$ cat src/rtl/dm_pkg.sv
// Debug-module package slice: DMI request/response types and the DMI target's
// FSM state and counter address.
package dm;

  typedef enum logic [1:0] {
    DTM_NOP   = 2'h0,
    DTM_READ  = 2'h1,
    DTM_WRITE = 2'h2
  } dtm_op_e;

  localparam logic [1:0] DTM_SUCCESS = 2'h0;
  localparam logic [1:0] DTM_ERR     = 2'h2;

  typedef struct packed {
    logic [6:0]  addr;
    dtm_op_e     op;
    logic [31:0] data;
  } dmi_req_t;

  typedef struct packed {
    logic [31:0] data;
    logic [1:0]  resp;
  } dmi_resp_t;

  localparam logic [6:0] DmiTargetCntAddr = 7'h7F;

  typedef enum logic [1:0] {
    Idle,
    Wait,
    Resp
  } dmi_target_state_e;

endpackage

$ cat src/rtl/dmi_target.sv
// DMI responder backed by a bank of 32-bit scratch registers, one transaction
// in flight. Define DMI_TARGET_ACCESS_CNT_EN to add an access counter at 7'h7F.
module dmi_target
  import dm::*;
#(
  parameter int unsigned NrRegs      = 16,
  parameter logic [6:0]  BaseAddr    = 7'h04,
  parameter int unsigned RespLatency = 1
) (
  input  logic                          clk_i,
  input  logic                          rst_ni,
  input  logic [$bits(dmi_req_t)-1:0]   dmi_req_i,
  input  logic                          dmi_req_valid_i,
  output logic                          dmi_req_ready_o,
  output logic [$bits(dmi_resp_t)-1:0]  dmi_resp_o,
  output logic                          dmi_resp_valid_o,
  input  logic                          dmi_resp_ready_i,
  output logic [NrRegs*32-1:0]          regs_o
);

  localparam int unsigned IdxW = (NrRegs > 1) ? $clog2(NrRegs) : 1;

  dmi_target_state_e state_q, state_d;
  logic [3:0]        cnt_q, cnt_d;
  dmi_resp_t         resp_q, resp_d;
  logic [31:0]       regs_q [NrRegs];
  logic [31:0]       regs_d [NrRegs];

  dmi_req_t          req;
  logic              req_fire;
  logic              in_range;
  logic [IdxW-1:0]   idx;
  logic              cnt_hit;
  logic [31:0]       acc_val;

  assign req      = dmi_req_t'(dmi_req_i);
  assign req_fire = (state_q == Idle) && dmi_req_valid_i;

  // Zero-extend to 8 bits so BaseAddr+NrRegs past 7'h7F does not wrap.
  assign in_range = ({1'b0, req.addr} >= {1'b0, BaseAddr}) &&
                    ({1'b0, req.addr} <  ({1'b0, BaseAddr} + 8'(NrRegs)));
  assign idx      = IdxW'(req.addr - BaseAddr);

`ifdef DMI_TARGET_ACCESS_CNT_EN
  logic [31:0] acc_cnt_q, acc_cnt_d;

  assign cnt_hit   = (req.addr == DmiTargetCntAddr);
  assign acc_val   = acc_cnt_q;
  assign acc_cnt_d = req_fire ? acc_cnt_q + 32'd1 : acc_cnt_q;

  always_ff @(posedge clk_i) begin
    if (!rst_ni) acc_cnt_q <= '0;
    else         acc_cnt_q <= acc_cnt_d;
  end
`else
  assign cnt_hit = 1'b0;
  assign acc_val = '0;
`endif

  always_comb begin
    // NOTE: every _d starts as its _q so no path through the case leaves a
    // variable unassigned and infers a latch.
    state_d = state_q;
    cnt_d   = cnt_q;
    resp_d  = resp_q;
    regs_d  = regs_q;

    unique case (state_q)
      Idle: begin
        if (dmi_req_valid_i) begin
          resp_d = '{data: '0, resp: DTM_ERR};
          case (req.op)
            DTM_NOP: resp_d.resp = DTM_SUCCESS;
            DTM_READ: begin
              if (cnt_hit) begin
                resp_d = '{data: acc_val, resp: DTM_SUCCESS};
              end else if (in_range) begin
                resp_d = '{data: regs_q[idx], resp: DTM_SUCCESS};
              end
            end
            DTM_WRITE: begin
              if (in_range && !cnt_hit) begin
                regs_d[idx] = req.data;
                resp_d      = '{data: req.data, resp: DTM_SUCCESS};
              end
            end
            default: ;
          endcase
          cnt_d   = 4'(RespLatency);
          state_d = (RespLatency > 0) ? Wait : Resp;
        end
      end
      Wait: begin
        cnt_d = cnt_q - 4'd1;
        if (cnt_q <= 4'd1) state_d = Resp;
      end
      Resp: begin
        if (dmi_resp_ready_i) state_d = Idle;
      end
      default: state_d = Idle;
    endcase
  end

  // NOTE: sequential state is only written here and only with <=, so every
  // flop samples the settled combinational value of the same edge.
  always_ff @(posedge clk_i) begin
    if (!rst_ni) begin
      state_q <= Idle;
      cnt_q   <= '0;
      resp_q  <= '0;
      // NOTE: the bank is ordinary flops that must read as zero after reset,
      // so it is cleared here like the rest of the state.
      for (int i = 0; i < NrRegs; i++) regs_q[i] <= '0;
    end else begin
      state_q <= state_d;
      cnt_q   <= cnt_d;
      resp_q  <= resp_d;
      regs_q  <= regs_d;
    end
  end

  // Handshake outputs are held low while reset is asserted.
  assign dmi_req_ready_o  = rst_ni && (state_q == Idle);
  assign dmi_resp_valid_o = rst_ni && (state_q == Resp);
  assign dmi_resp_o       = resp_q;

  for (genvar i = 0; i < NrRegs; i++) begin : g_regs_o
    assign regs_o[32*i +: 32] = regs_q[i];
  end

endmodule

$ cat config.mk
export PLATFORM = sky130hd
export DESIGN_NAME = dmi_target
export DESIGN_NICKNAME = d
export VERILOG_FILES = /design/src/rtl/dm_pkg.sv /design/src/rtl/dmi_target.sv
export SDC_FILE = /design/constraint.sdc
export NUM_CORES = 1
export LEC_CHECK = 0
export ABC_AREA = 1
export BUFFER_PORTS_ARGS = -buffer_cell sky130_fd_sc_hd__buf_2
export CAP_MARGIN = 20
export CORE_UTILIZATION = 34
export DETAILED_ROUTE_END_ITERATION = 7
export GPL_TIMING_DRIVEN = 1
export HOLD_SLACK_MARGIN = 0.03
export SKIP_LAST_GASP = 1
export SLEW_MARGIN = 20
export SYNTH_ARGS = -nofsm -noshare
export SYNTH_HDL_FRONTEND = slang
export SYNTH_SLANG_ARGS = --single-unit
$ cat constraint.sdc
create_clock -name clk_i -period 2.1 [get_ports clk_i]
set_input_delay 0.105 -clock clk_i [delete_from_list [all_inputs] [get_ports clk_i]]
set_output_delay 0.105 -clock clk_i [all_outputs]
set_load 0.05 [all_outputs]
* Word-level counts from Yosys, hierarchy flattened
Cells that the tools add are included.
** Word-level totals
- Register bits after elaboration :: 552
- Input port bits :: 45
** Cells by class
- Add/subtract/negate cells :: 2
- Order comparisons :: 5
- Equal/unequal tests :: 7
- Muxes and demuxes :: 16
- Bitwise gates (word level) :: 1
- Reduce and logical (&&, ||, !) cells :: 11
** Operator list (count)
- $bwmux W512 :: 1
- $bmux W32 S4 :: 1
- $demux W32 S4 :: 1
- $mux W32 :: 3
- $mux W34 :: 2
- $pmux W32 S2 :: 1
- $pmux W2 S3 :: 2
- $pmux W4 S2 :: 1
- $ge A7 B3 Y1 const B :: 1
- $lt A7 B5 Y1 const B :: 1
- $mux W2 :: 3
- $ne A2 B2 Y1 const B :: 3
- $ge A5 B5 Y1 const B :: 1
- $lt A5 B1 Y1 const B :: 1
- $not A4 Y5 :: 1
- $eq A2 B1 Y1 const B :: 2
- $eq A2 B2 Y1 const B :: 2
- $le A4 B1 Y1 const B :: 1
- $logic_and A1 B1 Y1 :: 4
- $logic_not A2 Y1 :: 2
- $mux W4 :: 1
- $reduce_and A2 Y1 :: 2
- $reduce_and A4 Y1 :: 1
- $sub A4 B1 Y4 const B :: 1
- 3 further kinds :: 3

* Longest topological paths before layout
Gate-level depths: netlist of the first run.
- Word-level depth :: 7
- Mapped depth :: 12
- Depth with buffers taken out :: 10

* Worst setup path before layout of the first run
No wires, ideal clock.
- Kind :: input-to-reg
- Start :: input dmi_req_i[36]
- End :: register resp_q (netlist bit dmi_resp_o[26])
- Library setup time :: 0.132 ns
- Arrival :: 1.850 ns
- Path slack :: 0.118 ns
- Cell stages on the path :: 12
- Buffers on the path :: 4
- Path through :: inv_2 -> clkbuf_1 -> buf_1 -> ha_1 -> clkbuf_1 -> inv_1 -> buf_1 -> nand3_1 -> nand3_1 -> nand2_1 -> nand2_1 -> a21oi_1
** On the way
- Longest elaborated chain between the ends :: 7
- Elaborated cells between the ends (all ways) :: 11
- Classes of those cells :: 1 x add/sub; 2 x order compare; 6 x mux; 1 x bitwise; 1 x reduce/logical
** RTL lines
- start: declaration :: RTL line dmi_target.sv:12 : input logic [$bits(dmi_req_t)-1:0] dmi_req_i,
- $sub A4 B3 Y4 :: RTL line dmi_target.sv:42 : assign idx = IdxW'(req.addr - BaseAddr);
- $not A4 Y5 (not written as such) :: RTL line dmi_target.sv:78 : resp_d = '{data: regs_q[idx], resp: DTM_SUCCESS};
- $bmux W32 S4 :: RTL line dmi_target.sv:78
- $mux W32 (not written as such) (2 in series) :: RTL line dmi_target.sv:78
- $mux W34 :: RTL line dmi_target.sv:77 : end else if (in_range) begin
- $pmux W32 S2 (*) :: RTL line dmi_target.sv:72 : case (req.op)
- end signal: assignment :: RTL line dmi_target.sv:117 : resp_q <= resp_d;
- end: declaration :: RTL line dmi_target.sv:25 : dmi_resp_t resp_q, resp_d;
Mark *: on every way between the ends. The rest lies on a longest branch, timed or not. The select of a mux whose other input is x is not followed.
A chain may end at the register's enable or synchronous reset.

* Worst setup path in the final report of the first run
- Start :: register state_q[1]
- End :: register regs_q (netlist bit regs_o[480])
** On the way
- Longest elaborated chain between the ends :: 2
** RTL lines
- start: declaration :: RTL line dmi_target.sv:23 : dmi_target_state_e state_q, state_d;
- start signal: assignment :: RTL line dmi_target.sv:108 : state_q <= Idle;
- start signal: assignment :: RTL line dmi_target.sv:115 : state_q <= state_d;
- $logic_not A2 Y1 :: RTL line dmi_target.sv:68 : unique case (state_q)
- $reduce_and A4 Y1 (no source line)
- end signal: assignment :: RTL line dmi_target.sv:118 : regs_q <= regs_d;
- end: declaration :: RTL line dmi_target.sv:26 : logic [31:0] regs_q [NrRegs];
No other way between the ends.

==> key figures, run 1 <==
Status
  • Outcome: completed

Yosys
  • Multiplexer share of the synthesized area: 0
  • Area leader, netlist: sky130_fd_sc_hd__dfxtp_1
  • Mapped Cells: 3,972
  • Number of enable flip-flop cells after synthesis: 0
  • Post-Synth Adder-Cell Area: 0.00435
  • Post-synthesis area per instance: 6.51 um^2
  • Proportion of synthesized flip-flops having asynchronous set or reset: 0
  • Cell area after synthesis: 25,900 um^2
  • Share of the synthesized area in compound gates (AO/OA/AOI/OAI): 0.147
  • Simple-gate portion of the synthesized area: 0.307
  • Post-synthesis sequential area ratio: 0.426
  • Top cells by instance count after synthesis: 1,439 x sky130_fd_sc_hd__nand2_1, 557 x sky130_fd_sc_hd__a21oi_1, 551 x sky130_fd_sc_hd__dfxtp_1, 336 x sky130_fd_sc_hd__inv_1, 278 x sky130_fd_sc_hd__nand3_1
  • Parity-gate share of the synthesized area counting xor and xnor cells: 0
  • Main flop type after synthesis: sky130_fd_sc_hd__dfxtp_1
  • Synthesis-stage register bit count: 551
  • Synth unique cells: 30
  • Dominant combinational cell family by area after synthesis: simple AND/OR/NAND/NOR gates
  • Portion of synthesized cell area occupied by the leading cell type: 0.426
  • Count leader, synth: sky130_fd_sc_hd__nand2_1
  • Top post-synthesis cells by area: sky130_fd_sc_hd__dfxtp_1 43%, sky130_fd_sc_hd__nand2_1 21%, sky130_fd_sc_hd__a21oi_1 11%, sky130_fd_sc_hd__nand3_1 5.4%, sky130_fd_sc_hd__inv_1 4.9%
  • Net count after synthesis: 4,026
  • Warnings, synthesis: 0

Worst setup path
  • CP Data Required Time: 2.56 ns
  • Peak per-stage delay on the critical path: 0.33 ns
  • Largest fanout of any net on the critical path: 22
  • Crit path kind: flip-flop to flip-flop
  • Nature of the critical path endpoint: flip-flop
  • CP max stage cell: sky130_fd_sc_hd__dfxtp_1
  • Critical path arrival: 2.37 ns
  • Critical-path cell list: nor2_1 -> nand2_2 -> inv_2 -> nand4_4 -> buf_12 -> nor3_4 -> inv_1 -> buf_4 -> nand2_1 -> a21oi_1
  • Critical path startpoint category: flip-flop

Global route
  • Remaining Overflow, GRT: 0
  • Vias in the first global route: 26,300
  • Total Routing Usage GR: 0.303
  • First-pass GRT wire length: 175 mm
  • Initial antenna violation count: 2
  • Largest net degree at the start of global routing: 123

Detailed routing
  • Antenna violation net count after detailed routing: 0
  • DRT Pass-1 Iters: 6
  • Routed Wire Length: 121 mm
  • Residual DRC count: 0
  • Average routed wire per standard cell: 22.2 um
  • Number of vias per cell: 5.19
  • Total number of vias: 28,400
  • Iter 0 DRT Violations: 2,760

Timing
  • Fmax: 524 MHz
  • Period minus WS final: 1.91 ns
  • Total Negative Setup Slacks: 0 ns
  • Endpoints failing setup: 0
  • Pins Over Slew Limit: 0
  • Count of endpoints failing hold in the final timing report: 0
  • Setup repair after global routing missed its margin: false
  • Setup Skew: 0.0224 ns
  • Slew at the pin closest to its max-slew limit: 0.684 ns
  • Portion of the clock cycle consumed by the worst path in the final layout: 0.908
  • Normalized max-slew margin: 0.543

CTS
  • H-tree depth: 3
  • Num CTS Buffers: 66
  • Clock net sink count: 551
  • Maximum root-to-sink buffer count: 3
  • Clock root buffer: sky130_fd_sc_hd__clkbuf_16
  • Total of hold buffers inserted after clock tree synthesis: 38
  • Later-pin clock latency in the skew report: 0.62 ns
  • Count of instances resized after the clock tree is built: 0
  • Clock transition at path regs: 0.06 ns
  • Clock tree from TritonCTS: built
  • Post-CTS setup-driven buffer insertion count: 0

Finish
  • Final Net Count: 4,499
  • Fill cells: 7,931
  • Layout cell share with drive strength beyond 1: 0.189
  • Fraction of the core area covered by cells at the end of the flow: 0.432
  • Final design area excluding fillers: 32,400 um^2
  • Area growth from synthesis to layout: 25.1%

Power
  • Sequential cell fraction of total power: 0.428
  • Peak ir drop on the vdd network: 0.000548 V
  • Clock share of power: 0.477
  • P_leak: 14.5 nW
  • Switching power of the nets: 6.70 mW
  • Power Dens Cells: 759 nW/um^2
  • Share of total power in combinational logic: 0.096
  • Share of total power consumed by net switching: 0.273
  • Final Total Pwr: 24.6 mW
  • Internal portion of total power: 17.9 mW

Floorplanning
  • Die Height: 278 um
  • Starting density of the core: 0.346
  • Die width: 278 um
  • Area of the placeable core: 74,800 um^2
  • Cell Rows: 100
  • Die Outline Area: 77,200 um^2
  • I/O Pins: 593

Placement
  • Buffers on Ports: 591
  • HPWL Detailed: 82.8 mm
  • GP Congestion: 0.890
  • Placed cell areas: 29,800 um^2

Job
  • Max-cap violations: 0

Hold path
  • Type of the most critical hold path: input pin to flip-flop
-- routing by layer --
layer	share of wire	track usage
met1	0.40	0.374
met2	0.47	0.498
met3	0.087	0.0604
met4	0.052	0.156
met5	0	0
-- cells in the final DEF (no fill, tap or decap), drive strengths merged --
master / Yosys / final
or2: 2 / 2
clkinvlp: 0 / 2
ha: 9 / 9
dlygate4sd3: 0 / 38
a21oi: 558 / 558
nand3: 280 / 280
nor2: 229 / 229
conb: 1 / 1
o31ai: 1 / 1
bufinv: 0 / 4
clkbuf: 195 / 95
buf: 137 / 698
o21ai: 199 / 199
nand2: 1445 / 1445
dfxtp: 551 / 551
nor3: 14 / 14
nand4: 1 / 1
clkinv: 1 / 15
diode: 0 / 2
inv: 349 / 355
-- flip-flops by register name, summed over array words and instances (netlist names) --
| register | cells |
|---|---|
| regs_o | 512 |
| dmi_resp_o | 33 |
| cnt_q | 4 |
| state_q | 2 |
-- cell type report --
type / instances / area (um^2) / area share
Tap cell: 969 / 1210 / 0.0375
Inverter: 350 / 1330 / 0.0410
Sequential cell: 551 / 11000 / 0.341
Timing Repair Buffer: 737 / 4690 / 0.145
Clock inverter: 26 / 332 / 0.0102
Multi-Input combinational cell: 2739 / 11900 / 0.368
Clock buffer: 94 / 1860 / 0.0574
Antenna cell: 2 / 5.00 / 0.000155
-- through the flow --
step                std cells  setup slack [ns]  hold slack, ns
global placement         5308             0.110           0.451
CTS                      5466             0.164           0.162
floorplan                3972             0.118           0.281
global route             5467            0.0350           0.211
detailed placement       5308            0.0935           0.455
finish                   5468             0.192           0.201
-- worst max-delay path: cells and delay by family (launching register included) --
kind            cells  cell delay, ns
compound gates      1            0.06
flops               1            0.33
buf+inv             4            0.66
simple gates        5            0.69
-- power by group through the flow --
stage	combinational, mW	sequential, mW	clock, mW
final	2.35	10.5	11.7
after global placement	2.27	10.7	0
after floorplan	1.29	10.8	0
after global routing	2.52	10.5	12.3
after detailed placement	2.28	10.7	0
after CTS	2.34	10.5	11.9
-- path summary, 6_finish.rpt --
check	from	endpoint	slack, ns	depth (start not counted)
worst min register to register	regs_o[170]	regs_o[170]	0.47	2
worst max-delay path	state_q[1]	regs_o[480]	0.19	10
worst min-delay path	dmi_req_i[38]	dmi_resp_o[6]	0.20	7
worst max register to register	state_q[1]	regs_o[480]	0.19	10
-- cells by family after synthesis --
logic type / Yosys count
DFF: 551
other: 1
adders and majority gates: 9
and+or+nand+nor: 1971
buffers and inverters: 682
AOI/OAI and AO/OA: 758
(Power assumes the default switching activity.)
==> run 2, diff against run 1 <==
Settings changed: CORE_UTILIZATION 34 to 45, PLACE_DENSITY from default to 0.68.
==> run 2 against run 1 <==
Compared with the run above:
- largest power group unchanged
- global-route usage rose by 6.7 points
- register-to-register slack worse by 0.06 ns
- critical path depth unchanged
- highest routed layer is now met5
- sequential share of layout area up 0.63 points
- non-clock buffer count shrank 13
- critical path type unchanged
==> key figures, run 2 (synthesis gave the netlist of run 1 again) <==
Global route
  • Remaining Overflow, GRT: 0
  • First-pass GRT wire length: 165 mm
  • Initial antenna violation count: 2
  • Largest net degree at the start of global routing: 92
  • Total Routing Usage GR: 0.370
  • Vias in the first global route: 26,000

Detailed routing
  • Routed Wire Length: 113 mm
  • Residual DRC count: 0
  • Iter 0 DRT Violations: 2,951
  • Total number of vias: 28,600
  • Number of vias per cell: 5.46
  • Average routed wire per standard cell: 21.5 um
  • DRT Pass-1 Iters: 6
  • Antenna violation net count after detailed routing: 0

Worst setup path
  • Family of cells with the greatest summed delay on the critical path: buffers and inverters
  • Worst r2r src: state_q[0]
  • Nature of the critical path endpoint: flip-flop
  • Launching element of the worst setup path: state_q[0]
  • Largest fanout of any net on the critical path: 25
  • Critical-path cell list: nor2_1 -> nand2_1 -> inv_2 -> nand4_4 -> buf_4 -> nor3_4 -> inv_2 -> buf_12 -> nand2_1 -> a21oi_1
  • Critical path startpoint category: flip-flop
  • CP max stage cell: sky130_fd_sc_hd__dfxtp_1
  • Crit path kind: flip-flop to flip-flop
  • CP Data Required Time: 2.59 ns
  • Peak per-stage delay on the critical path: 0.34 ns
  • Buf+Inv Stages, Crit Path: 4
  • Critical path arrival: 2.46 ns

Timing
  • Setup repair after global routing missed its margin: false
  • Endpoints failing setup: 0
  • Pins Over Slew Limit: 0
  • Normalized max-slew margin: 0.539
  • Total Negative Setup Slacks: 0 ns
  • Period minus WS final: 1.97 ns
  • Hold WS: 0.0632 ns
  • Count of endpoints failing hold in the final timing report: 0
  • Portion of the clock cycle consumed by the worst path in the final layout: 0.937
  • Fmax: 508 MHz
  • Slew at the pin closest to its max-slew limit: 0.691 ns
  • Setup Skew: 0.0200 ns

Floorplanning
  • Starting density of the core: 0.457
  • Die width: 242 um
  • Die Height: 242 um
  • Cell Rows: 87
  • I/O Pins: 593
  • Die Outline Area: 58,400 um^2
  • Area of the placeable core: 56,600 um^2

Power
  • Power Dens Cells: 742 nW/um^2
  • Final Total Pwr: 23.6 mW
  • Peak ir drop on the vdd network: 0.000666 V
  • P_leak: 14.3 nW

CTS
  • Clock root buffer: sky130_fd_sc_hd__clkbuf_16
  • Maximum root-to-sink buffer count: 3
  • Num CTS Buffers: 60
  • H-tree depth: 2
  • Clock net sink count: 551
  • Clock transition at path regs: 0.06 ns
  • Clock tree from TritonCTS: built
  • Later-pin clock latency in the skew report: 0.64 ns
  • Count of instances resized after the clock tree is built: 0

Finish
  • Area growth from synthesis to layout: 22.8%
  • Final Net Count: 4,480
  • Footprint of the multi-input gates: 11,900 um^2
  • Fill cells: 5,632
  • Fraction of the core area covered by cells at the end of the flow: 0.561
  • Sequential Area: 11,000 um^2
  • Layout cell share with drive strength beyond 1: 0.185
  • Leading cell type in the layout, fill and taps excluded: sky130_fd_sc_hd__nand2_1
  • Final design area excluding fillers: 31,800 um^2
  • Commonest cells after routing, fill and taps aside: 1,435 x sky130_fd_sc_hd__nand2_1, 587 x sky130_fd_sc_hd__buf_2, 557 x sky130_fd_sc_hd__a21oi_1
  • Number of flip-flops in the largest register: 512

Placement
  • HPWL Detailed: 75.2 mm
  • Placed cell areas: 29,400 um^2
  • Buffers on Ports: 591
  • GP Congestion: 0.927

Job
  • Max-cap violations: 0

Hold path
  • Type of the most critical hold path: input pin to flip-flop
  • Hold Crit Start: dmi_req_valid_i

Status
  • Outcome: completed
## run 2: what timing repair did
action / in CTS / in global routing
hold buffers: 38 / 0
setup buffers: 0 / 0
hold endpoints to repair: 480 / 0
## run 2: worst paths after layout
| path | endpoint | slack, ns | depth (start not counted) |
|---|---|---|---|
| max | regs_o[236] | 0.13 | 10 |
| min | cnt_q[0] | 0.06 | 5 |
| max reg2reg | regs_o[236] | 0.13 | 10 |
| min reg2reg | dmi_resp_o[33] | 0.47 | 2 |
## run 2: layout make-up
type | instances | area share
Antenna cell | 1 | 0.0000788
Clock inverter | 18 | 0.00496
Tap cell | 756 | 0.0298
Timing Repair Buffer | 724 | 0.144
Inverter | 350 | 0.0418
Sequential cell | 551 | 0.347
Clock buffer | 96 | 0.0582
Multi-Input combinational cell | 2739 | 0.374
## run 2: per-layer routing
| metal | routed length [um] | up-vias | GRT usage |
|---|---|---|---|
| met1 | 43200 | 13300 | 0.459 |
| li1 | - | 13400 | - |
| met4 | 7960 | 2 | 0.241 |
| met3 | 10700 | 358 | 0.0683 |
| met5 | 11 | - | 0 |
| met2 | 50900 | 1619 | 0.588 |
## run 2: worst register-to-register path, stage by stage, from the launching register on
cell and delay, ns:
sky130_fd_sc_hd__dfxtp_1 0.34, sky130_fd_sc_hd__nor2_1 0.10, sky130_fd_sc_hd__nand2_1 0.08, sky130_fd_sc_hd__inv_2 0.14
sky130_fd_sc_hd__nand4_4 0.14, sky130_fd_sc_hd__buf_4 0.21, sky130_fd_sc_hd__nor3_4 0.26, sky130_fd_sc_hd__inv_2 0.16
sky130_fd_sc_hd__buf_12 0.20, sky130_fd_sc_hd__nand2_1 0.13, sky130_fd_sc_hd__a21oi_1 0.06
## run 2: metrics by stage
step,cells,setup WS (ns)
after floorplan,3972,0.118
after global placement,5082,0.135
after detailed placement,5082,0.0804
after CTS,5234,0.145
after global routing,5235,0.0393
final,5235,0.133
## run 2: power by group
part           switching (mW)  internal (mW)  total [mW]
Clock                    4.54           6.25        10.8
Combinational            1.67          0.605        2.27
Sequential             0.0210           10.5        10.5
